==> src/rtl/riscv_pkg.sv <==
// Shared types and constants for the iterative RV32M multiplier.
package riscv_pkg;

  typedef enum logic [1:0] {
    MUL    = 2'b00,
    MULH   = 2'b01,
    MULHSU = 2'b10,
    MULHU  = 2'b11
  } mul_op_t;

  typedef enum logic [2:0] {
    ST_IDLE,
    ST_CALC,
    ST_FIXLO,
    ST_FIXHI,
    ST_DONE
  } mul_state_t;

  localparam int unsigned MUL_LATENCY = 35;
  localparam int unsigned MUL_ITERS   = 32;

endpackage

==> src/rtl/adder_32bit.sv <==
// 32-bit ripple adder with carry in/out, shared by accumulate and negate steps.
module adder_32bit (
  input  logic [31:0] a_i,
  input  logic [31:0] b_i,
  input  logic        cin_i,
  output logic [31:0] sum_o,
  output logic        cout_o
);

  always_comb begin
    {cout_o, sum_o} = {1'b0, a_i} + {1'b0, b_i} + {32'b0, cin_i};
  end

endmodule

==> src/rtl/mul_iter_unit.sv <==
// Iterative shift-add 32x32 multiplier for MUL/MULH/MULHSU/MULHU.
// Operands are made unsigned at load; the 64-bit product is negated in two fixup cycles.
module mul_iter_unit
  import riscv_pkg::*;
#(
  parameter int unsigned XLEN = 32
) (
  input  logic            clk,
  input  logic            rst,
  input  logic            start_i,
  input  logic [1:0]      op_i,
  input  logic [XLEN-1:0] rs1_i,
  input  logic [XLEN-1:0] rs2_i,
  input  logic            flush_i,
  output logic            busy_o,
  output logic            valid_o,
  output logic [XLEN-1:0] result_o
);

  mul_state_t      state_q, state_d;
  mul_op_t         op_q;
  logic [XLEN-1:0] mcand_q, lo_q, acc_hi_q, result_q;
  logic [4:0]      cnt_q;
  logic            neg_q, c_q;

  logic [XLEN-1:0] add_a, add_b, add_sum, sel_res;
  logic            add_cin, add_cout;
  logic            s1, s2, accept;

  adder_32bit u_adder (
    .a_i    (add_a),
    .b_i    (add_b),
    .cin_i  (add_cin),
    .sum_o  (add_sum),
    .cout_o (add_cout)
  );

  always_ff @(posedge clk or posedge rst) begin
    if (rst) state_q <= ST_IDLE;
    else     state_q <= state_d;
  end

  always_comb begin
    state_d = state_q;
    unique case (state_q)
      ST_IDLE:  if (start_i && !flush_i) state_d = ST_CALC;
      ST_CALC: begin
        if (flush_i)                            state_d = ST_IDLE;
        else if (cnt_q == 5'(MUL_ITERS - 1))    state_d = ST_FIXLO;
      end
      ST_FIXLO: state_d = flush_i ? ST_IDLE : ST_FIXHI;
      ST_FIXHI: state_d = flush_i ? ST_IDLE : ST_DONE;
      ST_DONE:  state_d = ST_IDLE;
      default:  state_d = ST_IDLE;
    endcase
  end

  always_comb begin
    busy_o  = (state_q == ST_CALC) || (state_q == ST_FIXLO) || (state_q == ST_FIXHI);
    valid_o = (state_q == ST_DONE) && !flush_i;
    add_a   = '0;
    add_b   = '0;
    add_cin = 1'b0;
    unique case (state_q)
      ST_CALC: begin
        add_a = acc_hi_q;
        add_b = lo_q[0] ? mcand_q : '0;
      end
      ST_FIXLO: begin
        add_a   = ~lo_q;
        add_cin = 1'b1;
      end
      ST_FIXHI: begin
        add_a   = ~acc_hi_q;
        add_cin = c_q;
      end
      default: ;
    endcase
  end

  always_comb begin
    s1      = ((mul_op_t'(op_i) == MULH) || (mul_op_t'(op_i) == MULHSU)) && rs1_i[XLEN-1];
    s2      = (mul_op_t'(op_i) == MULH) && rs2_i[XLEN-1];
    accept  = (state_q == ST_IDLE) && start_i && !flush_i;
    sel_res = (op_q == MUL) ? lo_q : acc_hi_q;
    // result_q still holds the previous product during DONE, so a flush there shows the old value
    result_o = valid_o ? sel_res : result_q;
  end

  always_ff @(posedge clk or posedge rst) begin
    if (rst) begin
      op_q     <= MUL;
      mcand_q  <= '0;
      lo_q     <= '0;
      acc_hi_q <= '0;
      result_q <= '0;
      cnt_q    <= '0;
      neg_q    <= 1'b0;
      c_q      <= 1'b0;
    end else begin
      unique case (state_q)
        ST_IDLE: if (accept) begin
          op_q     <= mul_op_t'(op_i);
          mcand_q  <= s1 ? -rs1_i : rs1_i;
          lo_q     <= s2 ? -rs2_i : rs2_i;
          acc_hi_q <= '0;
          cnt_q    <= '0;
          neg_q    <= s1 ^ s2;
          c_q      <= 1'b0;
        end
        ST_CALC: begin
          acc_hi_q <= {add_cout, add_sum[XLEN-1:1]};
          lo_q     <= {add_sum[0], lo_q[XLEN-1:1]};
          cnt_q    <= cnt_q + 5'd1;
        end
        ST_FIXLO: begin
          if (neg_q) begin
            lo_q <= add_sum;
            c_q  <= add_cout;
          end else begin
            c_q  <= 1'b0;
          end
        end
        ST_FIXHI: if (neg_q) acc_hi_q <= add_sum;
        ST_DONE:  if (!flush_i) result_q <= sel_res;
        default: ;
      endcase
    end
  end

endmodule

==> config.mk <==
export PLATFORM = sky130hd
export DESIGN_NAME = mul_iter_unit
export DESIGN_NICKNAME = d
export VERILOG_FILES = /design/src/rtl/riscv_pkg.sv /design/src/rtl/adder_32bit.sv /design/src/rtl/mul_iter_unit.sv
export SDC_FILE = /design/constraint.sdc
export NUM_CORES = 1
export LEC_CHECK = 0
export ABC_AREA = 1
export CAP_MARGIN = 40
export CELL_PAD_IN_SITES_DETAIL_PLACEMENT = 1
export CELL_PAD_IN_SITES_GLOBAL_PLACEMENT = 1
export CORE_MARGIN = 3
export CORE_UTILIZATION = 45
export CTS_BUF_LIST = sky130_fd_sc_hd__clkbuf_4 sky130_fd_sc_hd__clkbuf_8 sky130_fd_sc_hd__clkbuf_16
export DETAILED_ROUTE_END_ITERATION = 12
export GPL_ROUTABILITY_DRIVEN = 0
export PLACE_DENSITY_LB_ADDON = 0.1
export SETUP_SLACK_MARGIN = 0.15
export SLEW_MARGIN = 10
export SYNTH_ARGS = -nofsm -noshare
export SYNTH_HDL_FRONTEND = slang
export SYNTH_HIERARCHICAL = 1
export SYNTH_SLANG_ARGS = --single-unit
==> constraint.sdc <==
create_clock -name clk -period 8.05 [get_ports clk]
set_input_delay 2.0125 -clock clk [delete_from_list [all_inputs] [get_ports clk]]
set_output_delay 2.0125 -clock clk [all_outputs]
set_load 0.005 [all_outputs]
==> results of run 1 <==
[logic make-up after synthesis]
family / count (synthesis) / share of synthesized area
AOI/OAI and AO/OA: 319 / 0.162
xor gates and xnor gates: 27 / 0.0206
adders and majority gates: 38 / 0.0426
buffers and inverters: 337 / 0.113
DFF: 140 / 0.305
and+or+nand+nor: 1016 / 0.357
[worst min path at each step]
stage,startpoint,endpoint,slack (ns),cells after the start
detailed placement,mcand_q[26],mcand_q[26],0.47,2
CTS,mcand_q[26],mcand_q[26],0.49,2
floorplan,mcand_q[24],mcand_q[24],0.45,2
finish,mcand_q[10],mcand_q[10],0.49,2
global route,mcand_q[27],mcand_q[27],0.52,2
global placement,mcand_q[25],mcand_q[25],0.47,2
[metrics by stage]
| step | hold WS [ns] | cell area [µm²] | power (mW) |
|---|---|---|---|
| after floorplan | 0.449 | 11500 | 3.10 |
| after global placement | 0.466 | 12700 | 3.95 |
| after detailed placement | 0.471 | 12800 | 4.10 |
| after CTS | 0.491 | 13400 | 4.99 |
| after global routing | 0.522 | 13400 | 5.38 |
| final | 0.489 | 13400 | 5.00 |
[state kept, by name (all words and copies together) (netlist names), 2 cells and up]
name      flops
acc_hi_q     32
lo_q         32
mcand_q      32
result_q     32
cnt_q         5
state_q       3
op_q          2
[layer usage]
| metal | vias up | global-route usage | part of all wire |
|---|---|---|---|
| li1 | 6151 | - | - |
| met1 | 6294 | 0.396 | 0.44 |
| met2 | 384 | 0.524 | 0.48 |
| met3 | 72 | 0.0445 | 0.054 |
| met4 | 0 | 0.0940 | 0.028 |
| met5 | - | 0 | 0 |
[cells in the mapped netlist, drive strengths merged]
library cell	n	area share
a32o	1	0.00087
nand2	558	0.18
o21bai	1	0.00065
inv	259	0.085
dfrtp	140	0.30
buf	25	0.011
clkinv	2	0.00065
o21ai	108	0.048
nand4	11	0.0060
o211ai	2	0.0013
nor3b	1	0.00065
nand3b	7	0.0046
nor3	6	0.0026
o31ai	4	0.0026
a22o	2	0.0015
a21o	1	0.00065
o221ai	32	0.024
a21oi	89	0.039
and2	1	0.00054
xnor2	4	0.0030
fa	2	0.0035
xor2	23	0.018
ha	36	0.039
nand3	130	0.057
clkbuf	51	0.017
nor2	300	0.10
a31oi	36	0.020
or2	2	0.0011
o22ai	39	0.021
a22oi	4	0.0026
[worst register-to-register path, stage by stage (launching register included)]
cell,delay (ns)
dfrtp_1,0.46
nor2_2,0.08
nand2_2,0.40
buf_4,0.65
o221ai_1,0.28
fa_1,0.53
fa_1,0.50
nand3_1,0.14
nand3_1,0.14
nand2_1,0.12
nand2_2,0.11
nand2_1,0.10
nand2_2,0.08
nand2_1,0.10
nand3_1,0.07
nand2_1,0.07
inv_1,0.08
o21ai_0,0.17
nor2_1,0.07
a21oi_1,0.22
[where the power goes]
| part | internal, mW | leakage [nW] | switching (mW) | total (mW) |
|---|---|---|---|---|
| clock network | 0.479 | 0.279 | 0.354 | 0.833 |
| registers | 1.06 | 1.67 | 0.253 | 1.31 |
| logic | 0.968 | 4.72 | 1.88 | 2.85 |
[layout make-up]
type,count,area share
Tap cell,324,0.0302
Sequential cell,140,0.261
Clock buffer,20,0.0343
Multi-Input combinational cell,1400,0.499
Timing Repair Buffer,119,0.0920
Clock inverter,12,0.0102
Inverter,261,0.0733
==> metrics.yaml, run 1 <==
skew_ns: 0.0158
area_delta_synth_final_pct: 16.8
multiInputGateArea_um2: 6710
r2r_slack_ns: 3.62
r2r_start: "state_q[2]"
fp.dieH_um: 166
path_clk_slew_ns: 0.06
synthesis.instances: 1877
outcome: "finished clean"
dpl.hpwl_um: 31900
dp_cells: 2244
setup_viol: 0
p_leak_nw: 6.68
post_cts_buffers: 0
crit_slowest_cell: "clkdlybuf4s50_1"
crit_chain: "clkdlybuf4s50_1 -> nor2_4 -> buf_4 -> nor2_1 -> a31oi_1 -> clkdlybuf4s50_1"
cts_repair_resize_count: 0
cp-startpoint: "flush_i"
num_vias: 12901
start_kind: "input pin"
path_common_cell: "clkdlybuf4s50_1"
htree_levels: 4
fmax_ghz: 0.158
cts_root_buf: "clkbuf_16"
insertion_delay_ns: 0.44
gr-usage-all-layers: 0.304
first_pass_iters: 5
routed_via_density: 5.67
clockBufferDepth: 2
final-seq-area_um2: 3500
cts_buffers: 17
min_period_over_period: 0.788
rsz0062_at_grt: "false"
arrival_ns: 4.33
cap_violations: 0
grt_pass1_wl_um: 69000
nets: 2047
drive_gt1_frac: 0.0379
drc: 0
worstSetupEndpointType: "primary output"
layout.cells.non_filler: 2276
grt_overflow: 0
worst_slew_pin_slew_ns: 0.832
r2r-end: "lo_q[20]"
syn_area_um2: 11500
worst-path-buf-inv: 3
relSlewSlack: 0.445
period_minus_slack_ns: 6.34
fillers: 3420
hold_path.class: "flip-flop to flip-flop"
core_area_um2: 24700
ys_types: 41
final_cell_mix: "nand2_1 (547), nor2_1 (293), inv_1 (255), dfrtp_1 (140), nand3_1 (128)"
synth_nets: 1985
io_buffers: 103
mostFrequentLayoutCell: "nand2_1"
ant_nets: 0
synth_warnings: 6
worstSetupEndpoint: "result_o[4]"
rows: 57
tritoncts: "done"
start_util: 0.465
synth_seq_cells: 140
hold_buffers: 0
setup_ws_ns: 1.71
cp.depth: 6
diodes: 0
tns_ns: 0
peakVddDrop_v: 0.000182
worst-path-max-fanout: 45
routedWlPerCell_um: 18.6
yosysSeqAreaShare: 0.305
postSynthAreaPerCell_um2: 6.13
drt_iter0_drc: 867
drt-total-wl_um: 42400
critical_path_class: "input pin to primary output"
required_ns: 6.04
cts.sinks: 140
hold_violations: 0
die_area_um2: 27500
io_pins: 104
antenna_found_initial: 0
grt_pass1_vias: 13280
die_width_um: 166
power_density_nw_per_um2: 372
max_stage_delay_ns: 0.56
grt_max_degree: 81
drv_slew: 0
pre_cts_ws_ns: 1.73
reg2reg_depth: 19
crit_family: "buffers and inverters"
fin_util: 0.543
Note: power is estimated with default switching activity, not from simulation.
==> inputs of run 2 (changes only) <==
Settings changed: CORE_UTILIZATION 45 to 41.
Clock period 8.05 ns to 6.6 ns, I/O delays scaled along.
==> metrics.yaml, run 2 (same netlist as run 1, synthesis figures left out) <==
p_leak_nw: 6.70  # +0.37%
mostFrequentLayoutCell: "nand2_1"
skew_ns: 0.0186  # +0.00285 ns
clockBufferDepth: 2  # unchanged
antenna_found_initial: 0  # unchanged
nets: 2051  # +0.20%
start_kind: "input pin"
worst_slew_pin_slew_ns: 0.724  # -0.108 ns
gr-usage-all-layers: 0.281  # -0.0236
setup_viol: 0  # unchanged
area_delta_synth_final_pct: 17.7
drt_iter0_drc: 778  # -10%
hold_path.class: "flip-flop to flip-flop"
grt_pass1_wl_um: 68500  # -0.81%
power_density_nw_per_um2: 448  # +21%
outcome: "finished clean"
routedWlPerCell_um: 18.1  # -2.6%
peakVddDrop_v: 0.000203  # +12%
pwr-share-clk: 0.165  # -0.002
die_area_um2: 30100  # +9.4%
insertion_delay_ns: 0.45  # about the same
tritoncts: "done"
final_cell_mix: "nand2_1 (547), nor2_1 (293), inv_1 (255), dfrtp_1 (140), nand3_1 (128)"
die_width_um: 173  # +4.6%
grt_overflow: 0  # unchanged
fmax_ghz: 0.185
routed_via_density: 5.47  # -3.5%
cts.sinks: 140  # unchanged
relSlewSlack: 0.512  # +0.0668
htree_levels: 4  # unchanged
final-seq-area_um2: 3500  # unchanged
drv_slew: 0  # unchanged
swShare: 0.495  # -0.00302
first_pass_iters: 5  # unchanged
grt_pass1_vias: 13153  # -0.96%
required_ns: 4.95  # -1.09 ns
worstSetupEndpointType: "primary output"
ant_nets: 0  # unchanged
fp.dieH_um: 173  # +4.6%
power.total_mw: 6.07  # +21%
fillers: 3737  # +9.3%
cap_violations: 0  # unchanged
dp_cells: 2296  # +2.3%
drive_gt1_frac: 0.0399  # +0.00197
reg2reg_depth: 19  # unchanged
p_int_mw: 3.07  # +22%
diodes: 0  # unchanged
rows: 60  # +5.3%
post_cts_buffers: 0  # unchanged
arrival_ns: 3.75  # -0.58 ns
hold_buffers: 0  # unchanged
p_seq_frac: 0.265  # +0.002
grt_max_degree: 58  # -28%
io_pins: 104  # unchanged
worst-path-max-fanout: 45  # unchanged
hold_violations: 0  # unchanged
cts_root_buf: "clkbuf_16"
hold_path_depth: 2  # unchanged
p_sw_mw: 3.01  # +21%
multiInputGateArea_um2: 6710  # unchanged
dpl.hpwl_um: 32600  # +2.3%
num_vias: 12736  # -1.3%
cts_repair_resize_count: 0  # unchanged
drt-total-wl_um: 42200  # -0.39%
path_clk_slew_ns: 0.06  # about the same
rsz0062_at_grt: "false"
drc: 0  # unchanged
cts_buffers: 17  # unchanged
min_period_over_period: 0.818
layout.cells.non_filler: 2328  # +2.3%
tns_ns: 0  # unchanged
period_minus_slack_ns: 5.40
core_area_um2: 27300  # +10%
io_buffers: 103  # unchanged
start_util: 0.422  # -0.0427
critical_path_class: "input pin to primary output"
power_frac_comb: 0.569  # about the same
==> run 2: power groups by stage <==
stage,clock [mW],combinational [mW],sequential (mW)
after CTS,1.01,3.45,1.61
after global routing,1.06,3.86,1.66
final,1.00,3.46,1.61
after global placement,0,3.25,1.62
after floorplan,0,2.29,1.50
after detailed placement,0,3.42,1.61
==> run 2: cell type report <==
cell class                      count  share of cell area
Multi-Input combinational cell   1400               0.496
Clock inverter                     14              0.0118
Sequential cell                   140               0.259
Inverter                          261              0.0727
Clock buffer                       18              0.0324
Timing Repair Buffer              123              0.0944
Tap cell                          372              0.0344
==> run 2: critical path: stages <==
cell             delay, ns
clkdlybuf4s50_1       0.52
nor2_4                0.44
buf_12                0.27
nor2_1                0.07
a31oi_1               0.21
clkdlybuf4s50_1       0.54
==> run 2: through the flow <==
| stage | hold WS [ns] | worst slack [ns] | utilization | instance area, µm² |
|---|---|---|---|---|
| 6_report | 0.481 | 1.20 | 0.497 | 13500 |
| 5_1_grt | 0.506 | 1.02 | 0.497 | 13500 |
| 4_1_cts | 0.484 | 1.15 | 0.497 | 13500 |
| 3_5_place_dp | 0.467 | 1.18 | 0.475 | 12900 |
| 3_3_place_gp | 0.464 | 1.31 | 0.470 | 12800 |
| 2_1_floorplan | 0.449 | 1.20 | - | 11500 |
==> run 2: path summary, 6_finish.rpt <==
path | end | start | slack (ns)
min reg2reg | mcand_q[21] | mcand_q[21] | 0.48
min | mcand_q[21] | mcand_q[21] | 0.48
max in group asynchronous | mcand_q[6] | rst | 3.71
min in group asynchronous | lo_q[19] | rst | 1.61
max reg2reg | lo_q[20] | state_q[2] | 2.52
max | result_o[5] | flush_i | 1.20
==> run 2: routing by layer <==
layer,track usage,up-vias,wire (µm)
li1,-,6150,-
met1,0.367,6232,19200
met2,0.469,282,19800
met3,0.0392,72,1790
met4,0.111,0,1460
met5,0,-,0
